### src/rtl/interrupt_request_arbiter.sv
// Interrupt request arbiter: edge-latched pending bits, masked fixed-priority pick, one-cycle pulse.
// Optional IRQ_SYNC_EN adds a 2-flop input synchronizer per line.
//
//   state   | meaning
//   IDLE    | waiting for an eligible request while not stalled
//   SERVICE | pulse issued, waiting for return_from_isr
//   GUARD   | post-return holdoff, no pulse allowed
module interrupt_request_arbiter #(
  parameter int NUM_IRQ = 8,
  parameter int ID_W    = 3,
  parameter int HOLDOFF = 2
) (
  input  logic               clk,
  input  logic               reset,
  input  logic [NUM_IRQ-1:0] irq_in,
  input  logic [NUM_IRQ-1:0] irq_mask,
  input  logic               stall,
  input  logic               return_from_isr,
  output logic               interupt_signal,
  output logic [ID_W-1:0]    irq_id,
  output logic               in_service,
  output logic [NUM_IRQ-1:0] pending
);

  localparam int CNT_W = (HOLDOFF < 2) ? 1 : $clog2(HOLDOFF + 1);

  typedef enum logic [1:0] {
    IDLE    = 2'd0,
    SERVICE = 2'd1,
    GUARD   = 2'd2
  } state_t;

  state_t             state, state_nxt;
  logic [CNT_W-1:0]   cnt, cnt_nxt;
  logic [NUM_IRQ-1:0] irq_s;
  logic [NUM_IRQ-1:0] irq_prev;
  logic [NUM_IRQ-1:0] eligible;
  logic [NUM_IRQ-1:0] clr;
  logic [NUM_IRQ-1:0] pending_nxt;
  logic [ID_W-1:0]    winner;
  logic [ID_W-1:0]    id_nxt;
  logic               pulse_nxt;
  logic               svc_nxt;

`ifdef IRQ_SYNC_EN
  logic [NUM_IRQ-1:0] irq_sync1, irq_sync2;

  always_ff @(posedge clk) begin
    if (reset) begin
      irq_sync1 <= '0;
      irq_sync2 <= '0;
    end else begin
      irq_sync1 <= irq_in;
      irq_sync2 <= irq_sync1;
    end
  end

  assign irq_s = irq_sync2;
`else
  assign irq_s = irq_in;
`endif

  assign eligible = pending & irq_mask;

  // Descending scan so the lowest eligible index is the last assignment.
  always_comb begin
    winner = '0;
    for (int i = NUM_IRQ - 1; i >= 0; i--) begin
      if (eligible[i]) winner = i[ID_W-1:0];
    end
  end

  always_comb begin
    state_nxt = state;
    cnt_nxt   = cnt;
    pulse_nxt = 1'b0;
    id_nxt    = irq_id;
    svc_nxt   = in_service;
    clr       = '0;
    case (state)
      IDLE: begin
        if ((|eligible) && !stall) begin
          pulse_nxt = 1'b1;
          id_nxt    = winner;
          clr       = {{(NUM_IRQ-1){1'b0}}, 1'b1} << winner;
          svc_nxt   = 1'b1;
          state_nxt = SERVICE;
        end
      end
      SERVICE: begin
        // A return coinciding with the pulse cycle belongs to no real ISR.
        if (return_from_isr && !interupt_signal) begin
          svc_nxt = 1'b0;
          if (HOLDOFF == 0) begin
            state_nxt = IDLE;
          end else begin
            state_nxt = GUARD;
            cnt_nxt   = CNT_W'(HOLDOFF);
          end
        end
      end
      GUARD: begin
        if (cnt <= CNT_W'(1)) state_nxt = IDLE;
        else                  cnt_nxt   = cnt - CNT_W'(1);
      end
      default: state_nxt = IDLE;
    endcase
    // New edge overrides the winner clear on the same bit.
    pending_nxt = (pending & ~clr) | (irq_s & ~irq_prev);
  end

  always_ff @(posedge clk) begin
    if (reset) begin
      state           <= IDLE;
      cnt             <= '0;
      irq_prev        <= '0;
      pending         <= '0;
      interupt_signal <= 1'b0;
      irq_id          <= '0;
      in_service      <= 1'b0;
    end else begin
      state           <= state_nxt;
      cnt             <= cnt_nxt;
      irq_prev        <= irq_s;
      pending         <= pending_nxt;
      interupt_signal <= pulse_nxt;
      irq_id          <= id_nxt;
      in_service      <= svc_nxt;
    end
  end

endmodule
### config.mk
export PLATFORM = sky130hd
export DESIGN_NAME = interrupt_request_arbiter
export DESIGN_NICKNAME = d
export VERILOG_FILES = /design/src/rtl/interrupt_request_arbiter.sv
export SDC_FILE = /design/constraint.sdc
export NUM_CORES = 1
export LEC_CHECK = 0
export CORE_MARGIN = 4
export CORE_UTILIZATION = 35
export DETAILED_ROUTE_END_ITERATION = 8
export SYNTH_ARGS = -nofsm -noshare
export SYNTH_HDL_FRONTEND = slang
export SYNTH_SLANG_ARGS = --single-unit
### constraint.sdc
create_clock -name clk -period 1.9 [get_ports clk]
set_input_delay 0.57 -clock clk [delete_from_list [all_inputs] [get_ports clk]]
set_output_delay 0.57 -clock clk [all_outputs]
set_load 0.1 [all_outputs]
Yosys cells after proc, flatten, opt, wreduce, memory -nomap -nowiden

Index checks and enable logic that the tools add are counted.

Add/subtract/negate cells: 1
Magnitude comparators: 1
Equal/unequal tests: 6
Shift-type cells: 1
Muxes and demuxes: 20
Bitwise operators: 7
Reductions and logical operators: 13

Operators with widths:

| operator              | count |
|---|---|
| $and A8 B8 Y8         | 3 |
| $mux W3               | 8 |
| $mux W8               | 2 |
| $not A8 Y8            | 2 |
| $reduce_and A3 Y1     | 3 |
| $mux W2               | 4 |
| $ne A2 B2 Y1 const B  | 4 |
| $or A8 B8 Y8          | 1 |
| $reduce_or A8 Y1      | 1 |
| $shl A1 B3 Y8 const A | 1 |
| $pmux W2 S3           | 1 |
| $pmux W2 S2           | 1 |
| $reduce_bool A2 Y1    | 2 |
| $mux W1               | 3 |
| $eq A2 B1 Y1 const B  | 1 |
| $eq A2 B2 Y1 const B  | 1 |
| $le A2 B1 Y1 const B  | 1 |
| $logic_and A1 B1 Y1   | 2 |
| $logic_not A1 Y1      | 2 |
| $logic_not A2 Y1      | 1 |
| $pmux W1 S2           | 1 |
| $reduce_and A2 Y1     | 1 |
| $reduce_or A2 Y1      | 1 |
| $sub A2 B1 Y2 const B | 1 |
| $not A1 Y1            | 1 |

Flip-flop bits (word level): 25
Input port bits: 20
Output and inout bits: 13
Logic and storage cells: 56

Longest topological paths before layout

Gate-level depths: netlist (run 1).

Word-level depth: 15
Gate-level depth with buffers: 6
Depth with buffers taken out: 6

Least setup slack after synthesis (run 1)

OpenSTA, ideal clock, no wires.

Path kind: register to register
From: register pending[0]
To: register irq_id[0]
Setup time: 86 ps
Arrival: 1962 ps
Required time: 1814 ps
Slack: -148 ps
Stages on the path, launching flop included: 5
Path buffers: 0
Period minus slack after synthesis: 2048 ps
Cell sequence: dfxtp_1 -> a22oi_1 -> a41oi_2 -> nor2_1 -> a211oi_1

Longest elaborated chain between the ends: 4
Elaborated cells on any way between the ends: 5
Those cells by class: mux: 1; bitwise: 1; reduce/logical: 3

Ends and longest elaborated chain:

| element                     | RTL line | source |
|---|---|---|
| start, declared             | 22       | `output logic [NUM_IRQ-1:0] pending` |
| start signal, assigned      | 125      | `pending <= pending_nxt;` |
| $and A8 B8 Y8 *             | 63       | `assign eligible = pending & irq_mask;` |
| $reduce_or A8 Y1            | 82       | `if ((\|eligible) && !stall) begin` |
| $logic_and A1 B1 Y1         | 82       |  |
| $reduce_and A2 Y1 (no line) | -        |  |
| end signal, assigned        | 127      | `irq_id <= id_nxt;` |
| end, declared               | 20       | `output logic [ID_W-1:0] irq_id,` |

Mark *: on every way between the ends. The rest lies on a longest branch, timed or not.
A chain may end at the register's enable or synchronous reset.

Worst setup path after layout (run 1)

From: input port irq_mask[0]
To: register irq_id[0]

Longest elaborated chain between the ends: 4
Elaborated cells on any way between the ends: 5
Those cells by class: mux: 1; bitwise: 1; reduce/logical: 3

Ends and longest elaborated chain:

| element                     | RTL line | source |
|---|---|---|
| start, declared             | 16       | `input logic [NUM_IRQ-1:0] irq_mask,` |
| $and A8 B8 Y8 *             | 63       |  |
| $reduce_or A8 Y1            | 82       |  |
| $logic_and A1 B1 Y1         | 82       |  |
| $reduce_and A2 Y1 (no line) | -        |  |

Marks and branches as above.

==> summary.md, run 1 <==
| Metric | Value |
|---|---|
| Pin count of the biggest net entering global routing | `26` |
| Post-synthesis cell type count | `30` |
| Number of antenna violations at the first check in global routing | `0` |
| Number of antenna diodes | `0` |
| Cell internal power dissipation | `860 uW` |
| Wire length per cell | `12.6 microns` |
| Chip height | `62.9 microns` |
| Cells after synthesis | `116` |
| Worst-case reg-to-reg path depth | `6` |
| Number of buffers inserted by hold repair at cts | `0` |
| Pre-antenna DRT Iters | `4` |
| GP Congestion | `0.811` |
| Floorplan die area | `3960 sq um` |
| Total global routing track utilization | `13.6%` |
| Run status | `completed` |
| Flop-to-flop setup slack | `0.28 ns` |
| Number of clock sinks | `25` |
| Horizontal die dimension | `62.9 microns` |
| Number of setup buffers added after CTS | `0` |
| FF+latch count, synth | `25` |
| Startpoint of the worst register-to-register path | `cnt[1]$_SDFFE_PP0P_` |
| Minimum clock period | `1.71 ns` |
| Clk root buf | `sky130_fd_sc_hd__clkbuf_4` |
| Highest-delay cell along the critical path | `sky130_fd_sc_hd__clkdlybuf4s50_1` |
| Worst Hold Path Cells | `2` |
| Peak supply drop | `0.000530 V` |
| Critical path launch point type | `primary input` |
| Worst-case headroom to the max-slew limit | `74.7%` |
| Buffer levels on the longest clock path | `2` |
| Clock transition at the register clock pins on the worst setup and hold paths after CTS | `0.13 ns` |
| Compound-Gate Fraction of Synth Area | `20.9%` |
| Drc violations | `0` |
| Mapped Nets | `137` |
| Count of fill cells added during filler insertion | `254` |
| Core region area | `2830 sq um` |
| Worst-case setup slack after placement | `-0.143 ns` |
| Number of enable flip-flop cells after synthesis | `0` |
| Cell class contributing the biggest share of worst-path delay | `buffers and inverters` |
| Post-synthesis simple-gate area fraction | `28.4%` |
| Maximum fanout count along the critical path | `6` |
| Combinational fraction of design power | `37.5%` |
| Count of final setup violators | `0` |
| Net switching power figure | `487 uW` |
| Maximum clock skew at final layout | `0.00279 ns` |
| Share of total power in the clock network | `17.3%` |
| Total design power | `1.35 mW` |
| Total number of vias | `975` |
| Switching Fraction | `36.1%` |
| Post-layout worst setup margin | `0.189 ns` |
| Number of hold-slack violations in the final timing report | `0` |
| Clock tree from TritonCTS | `built` |
| Half-perimeter wire length after detailed placement | `1890 microns` |
| Adder-Cell Fraction of Synth Area | `1.18%` |
| Share of cell area taken by muxes after synthesis | `0%` |
| CP Data Required Time | `2.14 ns` |
| Detail Route Antenna Nets | `0` |
| Post-synthesis cell area | `1060 sq um` |
| Level count of the clock H-tree | `1` |
| Hold/Removal Path Class | `reg2reg` |
| Actual slew at the worst max-slew pin | `0.380 ns` |
| Count of final max-slew check failures | `0` |
| Cell area after layout | `1650 sq um` |
| Dominant register cell in the synthesized netlist | `sky130_fd_sc_hd__dfxtp_1` |
| Sequence of cells on the critical path | `clkdlybuf4s50_1 > a22oi_1 > buf_4 > a41oi_2 > nor2_1 > a211oi_1` |
| Leakage | `0.641 nW` |
| Remaining global-route overflow | `0` |
| Startpoint of the tightest hold check path | `cnt[0]$_SDFFE_PP0P_` |
| Dominant combinational cell family by area after synthesis | `simple AND/OR/NAND/NOR gates` |
| Ports | `33` |
| First-pass GRT wire length | `4420 microns` |
| Post-Synth XOR/XNOR Area | `0%` |
| Max Clock Freq | `585 MHz` |
| Num rows | `19` |
| Reg-to-reg endpoint | `cnt[0]$_SDFFE_PP0P_` |
| Final-layout worst hold slack | `0.490 ns` |
| Buffers added on ports | `32` |
| Clock latency at the later pin of the worst-skew pair | `0.31 ns` |
| Share of final-layout standard cells stronger than drive strength 1 | `21.4%` |
| Maximum capacitance violations | `0` |
| Average footprint of a synthesized cell | `9.10 sq um` |
| Via density | `5.13` |
| Delay of the slowest cell on the worst path | `0.52 ns` |
| TritonCTS Buffers | `3` |
| Final worst path period share | `90.0%` |
| Portion of total power attributed to sequential cells | `45.2%` |
| Number of warnings reported in the yosys synthesis log | `0` |
| Hold endpoint | `cnt[0]$_SDFFE_PP0P_` |
| Vias in the first global route | `992` |
| Initial DRC count | `72` |
| Power density of the placed cells | `816 nW/um^2` |
| Sort of element at the end of the critical path | `register` |
| Total Wirelength | `2400 microns` |
| Type of the worst setup path | `in2reg` |
| # resized after CTS | `0` |
| Portion of the post-synthesis area used by sequential elements | `47.4%` |
| Data arrival, critical path | `1.95 ns` |
| Area added between synthesis and finish | `56.3%` |
| Async set-or-reset flop fraction in the synthesized netlist | `0%` |
| Unrepaired setup endpoints after global routing | `false` |
| Starting utilization of the core area | `37.3%` |
| Post-layout nets | `181` |
| Area after detailed placement | `1620 sq um` |
| Buf+Inv Stages, Crit Path | `2` |
logic make-up after synthesis:
kind of cell             Yosys count
AO/OA/AOI/OAI                     30
AND/OR/NAND/NOR                   54
flip-flops                        25
buffers and inverters              6
adder cells (fa/ha/maj)            1
layer usage:
layer | up-vias | track usage (%) | share of wire (%)
li1 | 501 | - | -
met1 | 448 | 16.2 | 46
met2 | 24 | 22.9 | 48
met3 | 2 | 5.22 | 5.9
met4 | 0 | 3.31 | 0.71
met5 | - | 0 | 0
placed cells by master, fill, tap and decap left out, types with 2 or more instances in the layout:
cell type | netlist | final
sky130_fd_sc_hd__a21oi_1 | 9 | 9
sky130_fd_sc_hd__a211oi_1 | 8 | 8
sky130_fd_sc_hd__buf_4 | 0 | 8
sky130_fd_sc_hd__nand3b_1 | 2 | 2
sky130_fd_sc_hd__nor2b_1 | 16 | 16
sky130_fd_sc_hd__clkdlybuf4s50_1 | 0 | 19
sky130_fd_sc_hd__nand2_1 | 7 | 7
sky130_fd_sc_hd__dfxtp_2 | 0 | 5
sky130_fd_sc_hd__inv_1 | 4 | 4
sky130_fd_sc_hd__dfxtp_1 | 25 | 20
sky130_fd_sc_hd__buf_12 | 0 | 14
sky130_fd_sc_hd__clkbuf_4 | 0 | 3
sky130_fd_sc_hd__nor3_1 | 4 | 4
sky130_fd_sc_hd__a22oi_1 | 4 | 4
sky130_fd_sc_hd__nor2_1 | 16 | 16
worst min-delay path: stages, from the launching register on:
cell and delay, ns:
sky130_fd_sc_hd__dfxtp_1 0.35, sky130_fd_sc_hd__nand2_1 0.06, sky130_fd_sc_hd__a21oi_1 0.05
sequential cells by signal (all words and copies together), names as in the netlist:
signal	cells
cnt	2
in_service	1
interupt_signal	1
irq_id	3
irq_prev	8
pending	8
state	2
cells in the mapped netlist, drive strengths merged, types with 2 or more instances:
cell type | instances | area share [%]
nor2b | 16 | 9.5
clkbuf | 2 | 0.71
a21oi | 9 | 4.3
nand3b | 2 | 1.4
a211oi | 8 | 5.7
dfxtp | 25 | 47
nor3 | 4 | 1.9
inv | 4 | 1.4
a22oi | 4 | 2.8
nor2 | 16 | 5.7
nand2 | 7 | 2.5
layout make-up:
| type | instances | area (sq um) | share of cell area (%) |
|---|---|---|---|
| Timing Repair Buffer | 41 | 531 | 32.1 |
| Multi-Input combinational cell | 85 | 533 | 32.3 |
| Inverter | 4 | 15.0 | 0.910 |
| Tap cell | 31 | 38.8 | 2.35 |
| Clock buffer | 4 | 26.3 | 1.59 |
| Sequential cell | 25 | 507 | 30.7 |
power groups by stage:
stage | Clock [mW] | Sequential (mW) | Combinational, mW
detailed placement | 0 | 0.621 | 0.507
CTS | 0.243 | 0.609 | 0.509
floorplan | 0 | 0.789 | 0.117
finish | 0.233 | 0.609 | 0.504
global route | 0.271 | 0.615 | 0.533
global placement | 0 | 0.620 | 0.504
per-stage QoR:
| step | std cells | TNS (ns) | util (%) |
|---|---|---|---|
| 3_5_place_dp | 186 | -0.862 | 57.4 |
| 4_1_cts | 190 | 0 | 58.3 |
| 3_3_place_gp | 186 | -0.557 | 57.4 |
| 6_report | 190 | 0 | 58.3 |
| 5_1_grt | 190 | 0 | 58.3 |
| 2_1_floorplan | 116 | 0 | - |
worst max-delay path by stage:
stage | start | endpoint | slack (ns) | depth (start not counted)
2_1_floorplan | pending[5]$_SDFF_PP0_ | irq_id[0]$_SDFFE_PP0P_ | 0.03 | 4
3_3_place_gp | irq_mask[6] | pending[6]$_SDFF_PP0_ | -0.09 | 5
3_5_place_dp | irq_mask[0] | irq_id[0]$_SDFFE_PP0P_ | -0.14 | 6
4_1_cts | irq_mask[0] | irq_id[0]$_SDFFE_PP0P_ | 0.19 | 6
5_1_grt | irq_mask[0] | irq_id[2]$_SDFFE_PP0P_ | 0.09 | 6
6_report | irq_mask[0] | irq_id[0]$_SDFFE_PP0P_ | 0.19 | 6
(Power assumes the default switching activity.)
==> run 2: changes to the inputs <==
--- a/config.mk
+++ b/config.mk
@@ -5,9 +5,12 @@
 export SDC_FILE = /design/constraint.sdc
 export NUM_CORES = 1
 export LEC_CHECK = 0
+export CELL_PAD_IN_SITES_DETAIL_PLACEMENT = 2
+export CELL_PAD_IN_SITES_GLOBAL_PLACEMENT = 2
 export CORE_MARGIN = 4
-export CORE_UTILIZATION = 35
+export CORE_UTILIZATION = 28
 export DETAILED_ROUTE_END_ITERATION = 8
+export PLACE_DENSITY_LB_ADDON = 0.1
 export SYNTH_ARGS = -nofsm -noshare
 export SYNTH_HDL_FRONTEND = slang
 export SYNTH_SLANG_ARGS = --single-unit
==> constraint.sdc (replaced) <==
create_clock -name clk -period 2 [get_ports clk]
set_input_delay 0.6 -clock clk [delete_from_list [all_inputs] [get_ports clk]]
set_output_delay 0.6 -clock clk [all_outputs]
set_load 0.1 [all_outputs]
==> summary.md, run 2 (synthesis gave the netlist of run 1 again) <==
| Metric | Value |
|---|---|
| Number of clock sinks | `25` |
| Clock latency at the later pin of the worst-skew pair | `0.27 ns` |
| Pin count of the biggest net entering global routing | `26` |
| Number of buffers inserted by hold repair at cts | `0` |
| Horizontal die dimension | `69.4 microns` |
| Via density | `4.89` |
| End-of-flow core utilization | `46.3%` |
| Half-perimeter wire length after detailed placement | `2500 microns` |
| Sort of element at the end of the critical path | `register` |
| Data arrival, critical path | `2.08 ns` |
| Buffer levels on the longest clock path | `2` |
| DR WL met2 | `1590 microns` |
| Actual slew at the worst max-slew pin | `0.338 ns` |
| Minimum clock period | `1.88 ns` |
| Delay of the slowest cell on the worst path | `0.54 ns` |
| Core region area | `3660 sq um` |
| Buf+Inv Stages, Crit Path | `2` |
| Post-layout worst setup margin | `0.116 ns` |
| GP Congestion | `0.715` |
| Highest-delay cell along the critical path | `sky130_fd_sc_hd__clkdlybuf4s50_1` |
| Count of placed standard cells in the final layout, fillers left out | `209` |
| Maximum clock skew at final layout | `0.00522 ns` |
| Count of fill cells added during filler insertion | `400` |
| Number of setup buffers added after CTS | `0` |
| Cell class contributing the biggest share of worst-path delay | `buffers and inverters` |
| Remaining global-route overflow | `0` |
| TritonCTS Buffers | `3` |
| Number of antenna diodes | `0` |
| Type of the worst setup path | `in2reg` |
| Hold/Removal Path Class | `reg2reg` |
| Most frequent standard cell in the layout excluding fill and tap cells | `sky130_fd_sc_hd__dfxtp_1` |
| Chip height | `69.4 microns` |
| Critical path launch point type | `primary input` |
| Final worst path period share | `94.2%` |
| Total global routing track utilization | `14.3%` |
| Number of hold-slack violations in the final timing report | `0` |
| Maximum capacitance violations | `0` |
| Power density of the placed cells | `815 nW/um^2` |
| Unrepaired setup endpoints after global routing | `false` |
| Cells after DPL | `205` |
| Peak supply drop | `0.000459 V` |
| Count of final setup violators | `0` |
| Run status | `completed` |
| Flop-to-flop setup slack | `0.35 ns` |
| Number of antenna violations at the first check in global routing | `0` |
| Share of final-layout standard cells stronger than drive strength 1 | `21.7%` |
| Area added between synthesis and finish | `60.4%` |
| Drc violations | `0` |
| Largest registers ranked by flip-flop count | `irq_prev (8), pending (8), irq_id (3)` |
| Initial DRC count | `8` |
| Leakage | `0.652 nW` |
| Buffers added on ports | `32` |
| Wire length per cell | `15.1 microns` |
| Vias in the first global route | `1158` |
| Total number of vias | `1023` |
| Count of final max-slew check failures | `0` |
| Worst-case headroom to the max-slew limit | `77.5%` |
| Total design power | `1.38 mW` |
| Total Wirelength | `3150 microns` |
| Ports | `33` |
| # resized after CTS | `0` |
| DR top layer | `met4` |
| CP Data Required Time | `2.19 ns` |
| Floorplan die area | `4820 sq um` |
| Detail Route Antenna Nets | `0` |
| Clock transition at the register clock pins on the worst setup and hold paths after CTS | `0.09 ns` |
| Num rows | `22` |
| Clock tree from TritonCTS | `built` |
| Most used cells in the layout excluding fill and tap cells | `sky130_fd_sc_hd__dfxtp_1, sky130_fd_sc_hd__clkdlybuf4s50_1, sky130_fd_sc_hd__nor2b_1, sky130_fd_sc_hd__nor2_1, sky130_fd_sc_hd__buf_12` |
| Pre-antenna DRT Iters | `3` |
| Max Clock Freq | `531 MHz` |
| Starting utilization of the core area | `28.8%` |
| Detail Route met3 WL | `114 microns` |
| First-pass GRT wire length | `5590 microns` |
| Met1 WL | `1410 microns` |
| Level count of the clock H-tree | `1` |
| Clk root buf | `sky130_fd_sc_hd__clkbuf_8` |
| Post-layout nets | `183` |
| Maximum fanout count along the critical path | `6` |
| Sequence of cells on the critical path | `clkdlybuf4s50_1 > a22oi_1 > buf_4 > a41oi_2 > nor2_1 > a211oi_1` |
| Worst-case setup slack after placement | `-0.171 ns` |
-- run 2: final timing paths --
check | startpoint | to | depth (start not counted)
worst max-delay path | irq_mask[0] | irq_id[0]$_SDFFE_PP0P_ | 6
worst min-delay path | cnt[0]$_SDFFE_PP0P_ | cnt[0]$_SDFFE_PP0P_ | 2
worst max register to register | cnt[1]$_SDFFE_PP0P_ | cnt[0]$_SDFFE_PP0P_ | 6
worst min register to register | cnt[0]$_SDFFE_PP0P_ | cnt[0]$_SDFFE_PP0P_ | 2
-- run 2: final cells by class --
type | instances | area, sq um | area share [%]
clock inverter | 1 | 7.51 | 0.443
sequential | 25 | 504 | 29.8
tap | 48 | 60.1 | 3.55
timing repair buffer | 43 | 533 | 31.5
inverter | 4 | 15.0 | 0.886
multi-input combinational | 85 | 533 | 31.5
clock buffer | 3 | 41.3 | 2.44
-- run 2: tightest hold or removal path: stages, from the launching register on --
cell and delay [ns]:
sky130_fd_sc_hd__dfxtp_1 0.34, sky130_fd_sc_hd__nand2_1 0.07, sky130_fd_sc_hd__a21oi_1 0.06
-- run 2: metal layers --
metal,vias up,track usage (%)
met3,4,3.48
met2,20,23.8
li1,504,-
met1,495,17.9
met4,0,4.56
met5,-,0
-- run 2: where the power goes --
part,internal (mW),switching (mW),leakage (nW)
Clock,0.141,0.164,0.0217
Combinational,0.205,0.291,0.422
Sequential,0.537,0.0428,0.208
Total,0.883,0.498,0.652
-- run 2: metrics by stage --
| stage | hold WS [ns] | area, sq um | setup TNS, ns |
|---|---|---|---|
| floorplan | 0.451 | 1060 | 0 |
| global placement | 0.468 | 1650 | -0.170 |
| detailed placement | 0.492 | 1650 | -1.00 |
| CTS | 0.507 | 1690 | 0 |
| global route | 0.523 | 1690 | 0 |
| finish | 0.500 | 1690 | 0 |
